**src/rtl/top_lib.sv**
```systemverilog
// Shared types and register map for the info register bank.
// Register addresses are word addresses on the host control bus.
package top_lib;

    localparam int MAX_W = 64;

    typedef logic [MAX_W-1:0]   sreg;
    typedef logic [2*MAX_W-1:0] dreg;

    localparam int ADDR_MAGIC        = 0;
    localparam int ADDR_MAJ_VER      = 1;
    localparam int ADDR_MIN_VER      = 2;
    localparam int ADDR_GIT_HSH      = 3;
    localparam int ADDR_UPTIME_LO    = 4;
    localparam int ADDR_UPTIME_HI    = 5;
    localparam int ADDR_CONFIG       = 6;
    localparam int ADDR_RESERVED     = 7;
    localparam int ADDR_SCRATCH_BASE = 8;

    typedef enum logic {IDLE, RESP} bank_state_t;

endpackage

```
**src/rtl/info_reg_bank_uptime_counter.sv**
```systemverilog
// Free-running uptime counter; wraps from all-ones back to zero.
module uptime_counter #(
    parameter int WIDTH = 64
) (
    input  logic             clkIn,
    input  logic             rstIn,
    output logic [WIDTH-1:0] count
);

    always_ff @(posedge clkIn or posedge rstIn) begin
        if (rstIn) begin
            count <= '0;
        end else begin
            count <= count + WIDTH'(1);
        end
    end

endmodule

```
**src/rtl/info_reg_bank.sv**
```systemverilog
// Identification and scratch register bank with a single-outstanding
// request/response handshake and a coherent double-width uptime counter.
module info_reg_bank
    import top_lib::*;
#(
    parameter int  DATA_W      = 32,
    parameter int  ADDR_W      = 6,
    parameter int  NUM_SCRATCH = 4,
    parameter sreg MAJ_VER     = '0,
    parameter sreg MIN_VER     = '0,
    parameter sreg GIT_HSH     = '0,
    parameter sreg MAGIC       = sreg'(32'h534E4553)
) (
    input  logic              clkIn,
    input  logic              rstIn,
    input  logic              reqValidIn,
    output logic              reqReadyOut,
    input  logic              reqWriteIn,
    input  logic [ADDR_W-1:0] reqAddrIn,
    input  logic [DATA_W-1:0] reqDataIn,
    output logic              rspValidOut,
    input  logic              rspReadyIn,
    output logic [DATA_W-1:0] rspDataOut,
    output logic              rspErrOut
);

    localparam logic [DATA_W-1:0] MAGIC_W   = MAGIC[DATA_W-1:0];
    localparam logic [DATA_W-1:0] MAJ_VER_W = MAJ_VER[DATA_W-1:0];
    localparam logic [DATA_W-1:0] MIN_VER_W = MIN_VER[DATA_W-1:0];
    localparam logic [DATA_W-1:0] GIT_HSH_W = GIT_HSH[DATA_W-1:0];
    localparam sreg               CFG_FULL  = sreg'({8'(DATA_W), 8'(NUM_SCRATCH)});
    localparam logic [DATA_W-1:0] CFG_W     = CFG_FULL[DATA_W-1:0];

    bank_state_t         state;
    bank_state_t         stateNext;
    logic [2*DATA_W-1:0] uptime;
    logic [DATA_W-1:0]   uptimeSnap;
    logic [DATA_W-1:0]   scratch [NUM_SCRATCH];
    logic [31:0]         addrWord;
    logic                accept;
    logic                rspDone;
    logic                scratchHit;
    logic                decodeErr;
    logic [DATA_W-1:0]   readData;
    logic                reqReadyNext;
    logic                rspValidNext;
    logic [DATA_W-1:0]   rspDataNext;
    logic                rspErrNext;

    assign addrWord = 32'(reqAddrIn);
    assign accept   = reqValidIn && reqReadyOut;
    assign rspDone  = rspValidOut && rspReadyIn;

    uptime_counter #(
        .WIDTH(2*DATA_W)
    ) u_uptime (
        .clkIn (clkIn),
        .rstIn (rstIn),
        .count (uptime)
    );

    // Writes are only legal to scratch; reads are legal to 0..6 and scratch.
    always_comb begin
        readData   = '0;
        scratchHit = 1'b0;
        for (int i = 0; i < NUM_SCRATCH; i++) begin
            if (addrWord == 32'(ADDR_SCRATCH_BASE + i)) begin
                scratchHit = 1'b1;
                readData   = scratch[i];
            end
        end
        case (addrWord)
            32'(ADDR_MAGIC):     readData = MAGIC_W;
            32'(ADDR_MAJ_VER):   readData = MAJ_VER_W;
            32'(ADDR_MIN_VER):   readData = MIN_VER_W;
            32'(ADDR_GIT_HSH):   readData = GIT_HSH_W;
            32'(ADDR_UPTIME_LO): readData = uptime[DATA_W-1:0];
            32'(ADDR_UPTIME_HI): readData = uptimeSnap;
            32'(ADDR_CONFIG):    readData = CFG_W;
            default: ;
        endcase
        decodeErr = !(scratchHit || (!reqWriteIn && addrWord <= 32'(ADDR_CONFIG)));
    end

    always_comb begin
        stateNext    = state;
        reqReadyNext = reqReadyOut;
        rspValidNext = rspValidOut;
        rspDataNext  = rspDataOut;
        rspErrNext   = rspErrOut;
        case (state)
            IDLE: begin
                reqReadyNext = 1'b1;
                if (accept) begin
                    stateNext    = RESP;
                    reqReadyNext = 1'b0;
                    rspValidNext = 1'b1;
                    rspErrNext   = decodeErr;
                    rspDataNext  = (decodeErr || reqWriteIn) ? '0 : readData;
                end
            end
            RESP: begin
                if (rspDone) begin
                    stateNext    = IDLE;
                    reqReadyNext = 1'b1;
                    rspValidNext = 1'b0;
                    rspDataNext  = '0;
                    rspErrNext   = 1'b0;
                end
            end
            default: stateNext = IDLE;
        endcase
    end

    always_ff @(posedge clkIn or posedge rstIn) begin
        if (rstIn) begin
            state       <= IDLE;
            reqReadyOut <= 1'b0;
            rspValidOut <= 1'b0;
            rspDataOut  <= '0;
            rspErrOut   <= 1'b0;
        end else begin
            state       <= stateNext;
            reqReadyOut <= reqReadyNext;
            rspValidOut <= rspValidNext;
            rspDataOut  <= rspDataNext;
            rspErrOut   <= rspErrNext;
        end
    end

    // Reading UPTIME_LO freezes the matching high half so a following
    // UPTIME_HI read forms a coherent pair even across a low-half wrap.
    always_ff @(posedge clkIn or posedge rstIn) begin
        if (rstIn) begin
            uptimeSnap <= '0;
            for (int i = 0; i < NUM_SCRATCH; i++) begin
                scratch[i] <= '0;
            end
        end else if (accept) begin
            if (!reqWriteIn && addrWord == 32'(ADDR_UPTIME_LO)) begin
                uptimeSnap <= uptime[2*DATA_W-1:DATA_W];
            end
            for (int i = 0; i < NUM_SCRATCH; i++) begin
                if (reqWriteIn && addrWord == 32'(ADDR_SCRATCH_BASE + i)) begin
                    scratch[i] <= reqDataIn;
                end
            end
        end
    end

endmodule

```
**config.mk**
```make
export PLATFORM = sky130hd
export DESIGN_NAME = info_reg_bank
export DESIGN_NICKNAME = d
export VERILOG_FILES = /design/src/rtl/top_lib.sv /design/src/rtl/info_reg_bank_uptime_counter.sv /design/src/rtl/info_reg_bank.sv
export SDC_FILE = /design/constraint.sdc
export NUM_CORES = 1
export LEC_CHECK = 0
export CAP_MARGIN = 20
export CORE_ASPECT_RATIO = 0.6
export CORE_MARGIN = 5
export CORE_UTILIZATION = 55
export CTS_CLUSTER_SIZE = 40
export DETAILED_ROUTE_END_ITERATION = 16
export PLACE_DENSITY = 0.76
export SLEW_MARGIN = 20
export SYNTH_ARGS = -nofsm -noshare
export SYNTH_HDL_FRONTEND = slang
export SYNTH_SLANG_ARGS = --single-unit
export TNS_END_PERCENT = 20
```
**constraint.sdc**
```tcl
create_clock -name clkIn -period 13.55 [get_ports clkIn]
set_input_delay 2.71 -clock clkIn [delete_from_list [all_inputs] [get_ports clkIn]]
set_output_delay 2.71 -clock clkIn [all_outputs]
set_load 0.1 [all_outputs]
```
==> reports/qor.csv <==
stage,metric,value,unit
status,status,"complete, no violations",
routing,router iterations before antenna repair,5,
yosys,syn_area_per_cell,12.0,um^2
yosys,area share of the largest cell type after synthesis,0.548,
power,part of the power in registers,0.502,
yosys,post-synthesis register bit count,260,
layout,final instance area,0.0136,mm^2
clock_network,"Clk Latency, worst-skew pair",0.52,ns
yosys,"Seq/Total Area, Yosys",0.548,
worst_setup_path,Crit path arrival time,5.90,ns
layout,"leading cell type in the layout, fill and taps excluded",dfrtp_1,
yosys,net count after synthesis,1032,
run,Max Cap Viol,0,
sta,Final Hold Fails,0,
sta,Worst-Margin Slew,0.987,ns
die,Initial Util,0.562,
routing,final WL,28200,um
die,Ports,78,
grt,vias in the first global route,7849,
power,power per cell area,124,mW/mm^2
sta,Setup TNS,0,ns
placement,GPL Wtd Cong,0.831,
routing,routed vias,8068,
worst_setup_path,CP Class,in2reg,
sta,Tmin final,5.50,ns
power,Clock power frac,0.384,
die,Die ar.,0.0247,mm^2
layout,# nets final,1088,
yosys,Yosys top cell by area,dfrtp_1,
routing,DRC Markers,0,
yosys,"EDFF count, synth",0,
grt,total gr overflow,0,
clock_network,CTS Buf Count,24,
sta,fmax,0.182,GHz
yosys,Mapped Area,0.0119,mm^2
worst_setup_path,CP Max Fanout,36,
clock_network,cts hold-fix bufs,0,
clock_network,total setup buffers inserted after CTS,0,
worst_hold_path,Hold/Removal Path Class,reg2reg,
layout,synthesis-to-layout area growth,14.2,%
worst_setup_path,CP startpoint,reqAddrIn[2],
yosys,Synth async-reset ratio,1.00,
grt,largest net degree at the start of global routing,116,
routing,DRT antenna net count,0,
power,Worst IR Drop VDD,97.9,uV
layout,fill cell count,1639,
worst_setup_path,Setup crit end kind,flop,
clock_network,CTS root buf,clkbuf_16,
worst_setup_path,CP required,13.95,ns
worst_hold_path,Min-Delay Startpoint,u_uptime.count[63]$_DFF_PP0_,
layout,area occupied by multi-input gates,0.00504,mm^2
clock_network,Post-CTS Resized,0,
placement,Placed Cells incl. Taps,1297,
sta,clock skew,0.00934,ns
yosys,synth top area cells,"dfrtp_1, mux2_1, mux2i_1",
grt,initial antenna violation count,0,
routing,drt first-iter violations,634,
routing,via/cell ratio,6.03,
yosys,Main synth FF type,dfrtp_1,
sta,Slew HR,0.340,
die,cell row count,41,
sta,"Setup violations, final",0,
layout,share of cells above drive strength 1,0.0557,
die,chip height,124,um
worst_setup_path,RR Startpoint,u_uptime.count[1]$_DFF_PP0_,
yosys,synth unique cells,41,
die,die width,200,um
power,Combinational Power Share,0.115,
layout,register area,0.00651,mm^2
power,Net Switching,439,uW
yosys,Post-Syn Instances,988,
placement,dpl cell area,0.0128,mm^2
layout,n_diodes,0,
sta,RSZ-0062 raised after global routing,false,
grt,Tot GR Track Use,0.232,
sta,Final Cycle Share,0.406,
sta,Slew Limit Fails,0,
layout,"commonest cells after routing, fill and taps aside","dfrtp_1, mux2_1, nand2_1, clkdlybuf4s50_1",
clock_network,CTS Sinks,260,
yosys,Syn. warnings,0,
grt,first-pass GRT wire length,45000,um
routing,drt wl/cell,21.1,um
clock_network,CTS tree,done,
placement,Buffers on Ports,77,
power,Leakage,0.00653,uW
placement,DP HPWL,19200,um
power,internal power,1250,uW
die,core area,0.0211,mm^2
clock_network,clk slew on worst S/H paths,0.06,ns
clock_network,htree depth,1,
worst_setup_path,CP Launch Type,input pin,
power,Switching Share,0.260,
clock_network,CTS max path bufs,3,
layout,Layout Cells excl Fill,1338,
[critical path: stages]
cell and delay (ns):
clkdlybuf4s50_1 0.90, nor4b_4 0.43, buf_4 0.44, and3_1 0.24, and3_1 0.34, buf_4 0.42
mux2_1 0.37
[path summary, 6_finish.rpt]
check / slack [ns] / to / cells past startpoint
hold reg to reg: 0.48 / u_uptime.count[63]$_DFF_PP0_ / 1
setup reg to reg: 10.55 / u_uptime.count[52]$_DFF_PP0_ / 6
max in group asynchronous: 9.49 / uptimeSnap[20]$_DFFE_PP0P_ / 3
hold / removal: 0.48 / u_uptime.count[63]$_DFF_PP0_ / 1
setup / recovery: 8.05 / scratch[12]$_DFFE_PP0P_ / 7
min in group asynchronous: 2.74 / scratch[107]$_DFFE_PP0P_ / 2
[cell families (layout without fill, tap and decap cells)]
logic type      after synthesis  in the layout  share of synthesized area
xor+xnor                     62             62                     0.0457
simple gates                230            230                     0.0940
compound gates              155            155                     0.0902
mux                         207            207                      0.191
fa+ha+maj                     1              1                    0.00105
buf+inv                      73            144                     0.0294
flops                       260            260                      0.548
[flip-flops by register name, summed over array words and instances (netlist names)]
register        count
rspDataOut         32
u_uptime.count     64
rspErrOut           1
uptimeSnap         32
state               1
reqReadyOut         1
rspValidOut         1
scratch           128
[power by group through the flow]
stage	sequential, uW	combinational [uW]	clock [uW]
3_5_place_dp	859	194	0
4_1_cts	845	195	656
5_1_grt	850	209	685
6_report	846	193	647
3_3_place_gp	857	189	0
2_1_floorplan	898	89.6	0
[synthesized netlist by cell type (2+ instances only)]
master,number
and4_1,6
o21ai_1,17
nor3_1,17
dfrtp_1,260
xor2_1,31
buf_4,7
o31ai_1,17
nand2_1,115
nor2_1,17
nor4_1,11
clkbuf_1,29
nor3b_2,2
inv_1,11
a221oi_1,17
buf_2,21
o21a_1,3
or3_1,2
a32o_1,15
and3_1,12
nand4_1,20
and2_1,4
o21ai_0,47
mux2_1,158
a211o_1,2
a221o_1,15
mux2_2,2
buf_1,2
mux2i_1,47
a21oi_1,18
xnor2_1,31
nor2b_1,3
buf_6,3
nand3_1,18
[metal layers]
layer	share of wire	GRT usage	vias up
met5	0	0	-
met4	0.015	0.0424	0
met3	0.064	0.0446	33
met2	0.42	0.329	226
met1	0.50	0.373	4116
li1	-	-	3693
[stage by stage]
step / worst slack (ns) / total power, uW / hold slack, ns / util
after floorplan: 3.68 / 988 / 0.436 / -
after global placement: 7.71 / 1050 / 0.454 / 0.606
after detailed placement: 7.59 / 1050 / 0.466 / 0.606
after CTS: 8.13 / 1700 / 0.482 / 0.641
after global routing: 7.89 / 1740 / 0.486 / 0.641
final: 8.05 / 1690 / 0.479 / 0.641
[area by class of cell]
cell class	count	share of cell area
clock buffers	40	0.0540
clock inverters	1	0.000369
flip-flops and latches	260	0.480
well taps	279	0.0257
multi-input cells	655	0.372
repair buffers	92	0.0647
inverters	11	0.00360
No activity file was read; power rests on OpenSTA's default activity.
==> edit, RTL diff (config.mk and constraints unchanged) <==
The parameter `NUM_SCRATCH` goes from 4 to 2.
--- a/src/rtl/info_reg_bank.sv
+++ b/src/rtl/info_reg_bank.sv
@@ -7,3 +7,3 @@
     parameter int  ADDR_W      = 6,
-    parameter int  NUM_SCRATCH = 4,
+    parameter int  NUM_SCRATCH = 2,
     parameter sreg MAJ_VER     = '0,
Check against the original RTL: not equivalent (a bounded check fails within 4 cycles, from zero or initial values and one cycle with rstIn high).
==> edit against the original RTL <==
- total power is 25% lower
- sequential cell count is 64 lower
- critical path type unchanged
- worst setup slack better by 0.39 ns
- critical path depth shrank 1
- synthesized cell count down 28%
- via count fell by 24%
- largest power group unchanged
- cell area is 23% lower
- highest routed layer unchanged
- synthesized area down 25%
- wire length is 26% lower
- hold slack gained 0.0071 ns
- final cell count decreased by 25%
==> edit: results (changes against the original RTL) <==
| Metric | Value |
|---|---|
| Clk buf depth | `2 (-1)` |
| # Post-CTS Setup Buffers | `0 (unchanged)` |
| Critical-path maximum fanout | `21 (-42%)` |
| CTS buffer count | `17 (-29%)` |
| Area contributors post-synth | `dfrtp_1 (55%), mux2_2 (8.6%), mux2i_1 (7.0%)` |
| Share of layout cells above drive strength 1 | `16.5% (+11 points)` |
| Nets | `828 (-24%)` |
| R2r setup slk | `11.22 ns (+0.67 ns)` |
| N_diodes | `0 (unchanged)` |
| Crit path max-delay family | `compound AO/OA/AOI/OAI gates` |
| Synth warnings | `0 (unchanged)` |
| Clk_lat worst skew | `0.42 ns (-0.10 ns)` |
| Max Clock Skew | `0.0118 ns (+0.00241 ns)` |
| Vias in the first global route | `6264 (-20%)` |
| Drt wl/cell | `20.9 µm (-1.0%)` |
| Slowest stage delay, CP | `between 0.8 and 0.9 ns` |
| Top cells by count, synth | `dfrtp_1 (196), mux2_2 (68), mux2i_1 (62), nand2_1 (36), xnor2_1 (36)` |
| Synth cell types | `40 (-2.4%)` |
| Slowest CP cell | `a2111oi_4` |
| Static Leak | `0.00489 µW (-25%)` |
| H-tree depth | `4 (+3)` |
| GRT Total Usage | `22.9% (-0.24 points)` |
| Resized Gates After CTS | `0 (unchanged)` |
| Post-synthesis sequential area ratio | `55.0% (+0.18 points)` |
| Top flop regs | `scratch (64), u_uptime.count (64)` |
| Drt pass-1 iters | `6 (+1)` |
| Buffers added on ports | `77 (unchanged)` |
| Clock-pin slew on the worst setup and hold paths | `0.08 ns (+0.02 ns)` |
| Worst vdd rail ir drop | `88.2 µV (-9.9%)` |
| GP Congestion | `0.832 (+0.16%)` |
| Syn Nets | `756 (-27%)` |
| Clk root buf | `clkbuf_16` |
| Relative slew slack | `33.0% (-0.92 points)` |
| Drt initial violations | `491 (-23%)` |
| Status | `finished, final reports clean` |
| Hold Fails Final Rpt | `0 (unchanged)` |
| Hpwl dp | `14800 µm (-23%)` |
| Antenna violations before repair | `0 (unchanged)` |
| FILL cells | `1170 (-29%)` |
| DP Area | `9880 µm² (-23%)` |
| Fraction of registers with async set/reset | `100% (unchanged)` |
| Hold WC Path Type | `reg -> reg` |
| Pin count of the biggest net entering global routing | `121 (+4.3%)` |
| Global-route wire length before repair | `34200 µm (-24%)` |
| Crit path DAT | `5.46 ns (-0.44 ns)` |
| Routed via count | `6126 (-24%)` |
==> edit: per-stage QoR <==
step                      instances  power [µW]  hold slack [ns]  worst slack, ns  util (%)
after floorplan                 712         731            0.442             5.50         -
after global placement          973         773            0.465             7.91      61.4
after detailed placement        973         780            0.473             7.72      61.4
after CTS                      1004        1270            0.488             8.17      65.1
after global routing           1005        1310            0.516             8.23      65.2
final                          1005        1270            0.486             8.44      65.2
==> edit: worst register-to-register path, cell delays in order, from the launching register on <==
cell and delay, ns:
dfrtp_1 0.42, nand4_1 0.30, nor4_2 0.58, and2_1 0.54, nand4_1 0.19, xnor2_1 0.18
==> edit: cells by family after synthesis <==
group           share of synthesized area [%]
compound gates                           7.30
xor+xnor                                 6.09
fa+ha+maj                               0.140
buf+inv                                  2.10
flops                                    55.0
mux                                      18.7
simple gates                             10.7
==> edit: cell type report <==
class                           count  share of cell area (%)
Sequential cell                   196                    46.8
Multi-Input combinational cell    473                    36.6
Timing Repair Buffer               86                    8.05
Clock buffer                       17                    4.06
Tap cell                          209                    2.50
Clock inverter                     14                    1.53
Inverter                           10                   0.430
==> edit: report_power, final <==
group,internal [µW],switching (µW)
Clock,263,235
Combinational,48.6,94.0
Sequential,608,18.5
Total,920,348
==> edit: routing by layer <==
layer,global-route usage (%),vias up,wire [µm]
met5,0,-,0
met4,4.69,0,154
met3,3.81,13,1170
met2,34.8,186,9580
met1,35.2,3183,10100
li1,-,2744,-
==> edit: worst paths after layout <==
kind	start	end	cells after the start
worst max-delay path	reqAddrIn[5]	rspDataOut[28]$_DFFE_PP0P_	6
worst min-delay path	rspErrOut$_DFFE_PP0P_	rspErrOut$_DFFE_PP0P_	2
worst max register to register	u_uptime.count[22]$_DFF_PP0_	u_uptime.count[60]$_DFF_PP0_	5
worst min register to register	rspErrOut$_DFFE_PP0P_	rspErrOut$_DFFE_PP0P_	2
max in group asynchronous	rstIn	u_uptime.count[41]$_DFF_PP0_	3
min in group asynchronous	rstIn	u_uptime.count[48]$_DFF_PP0_	2
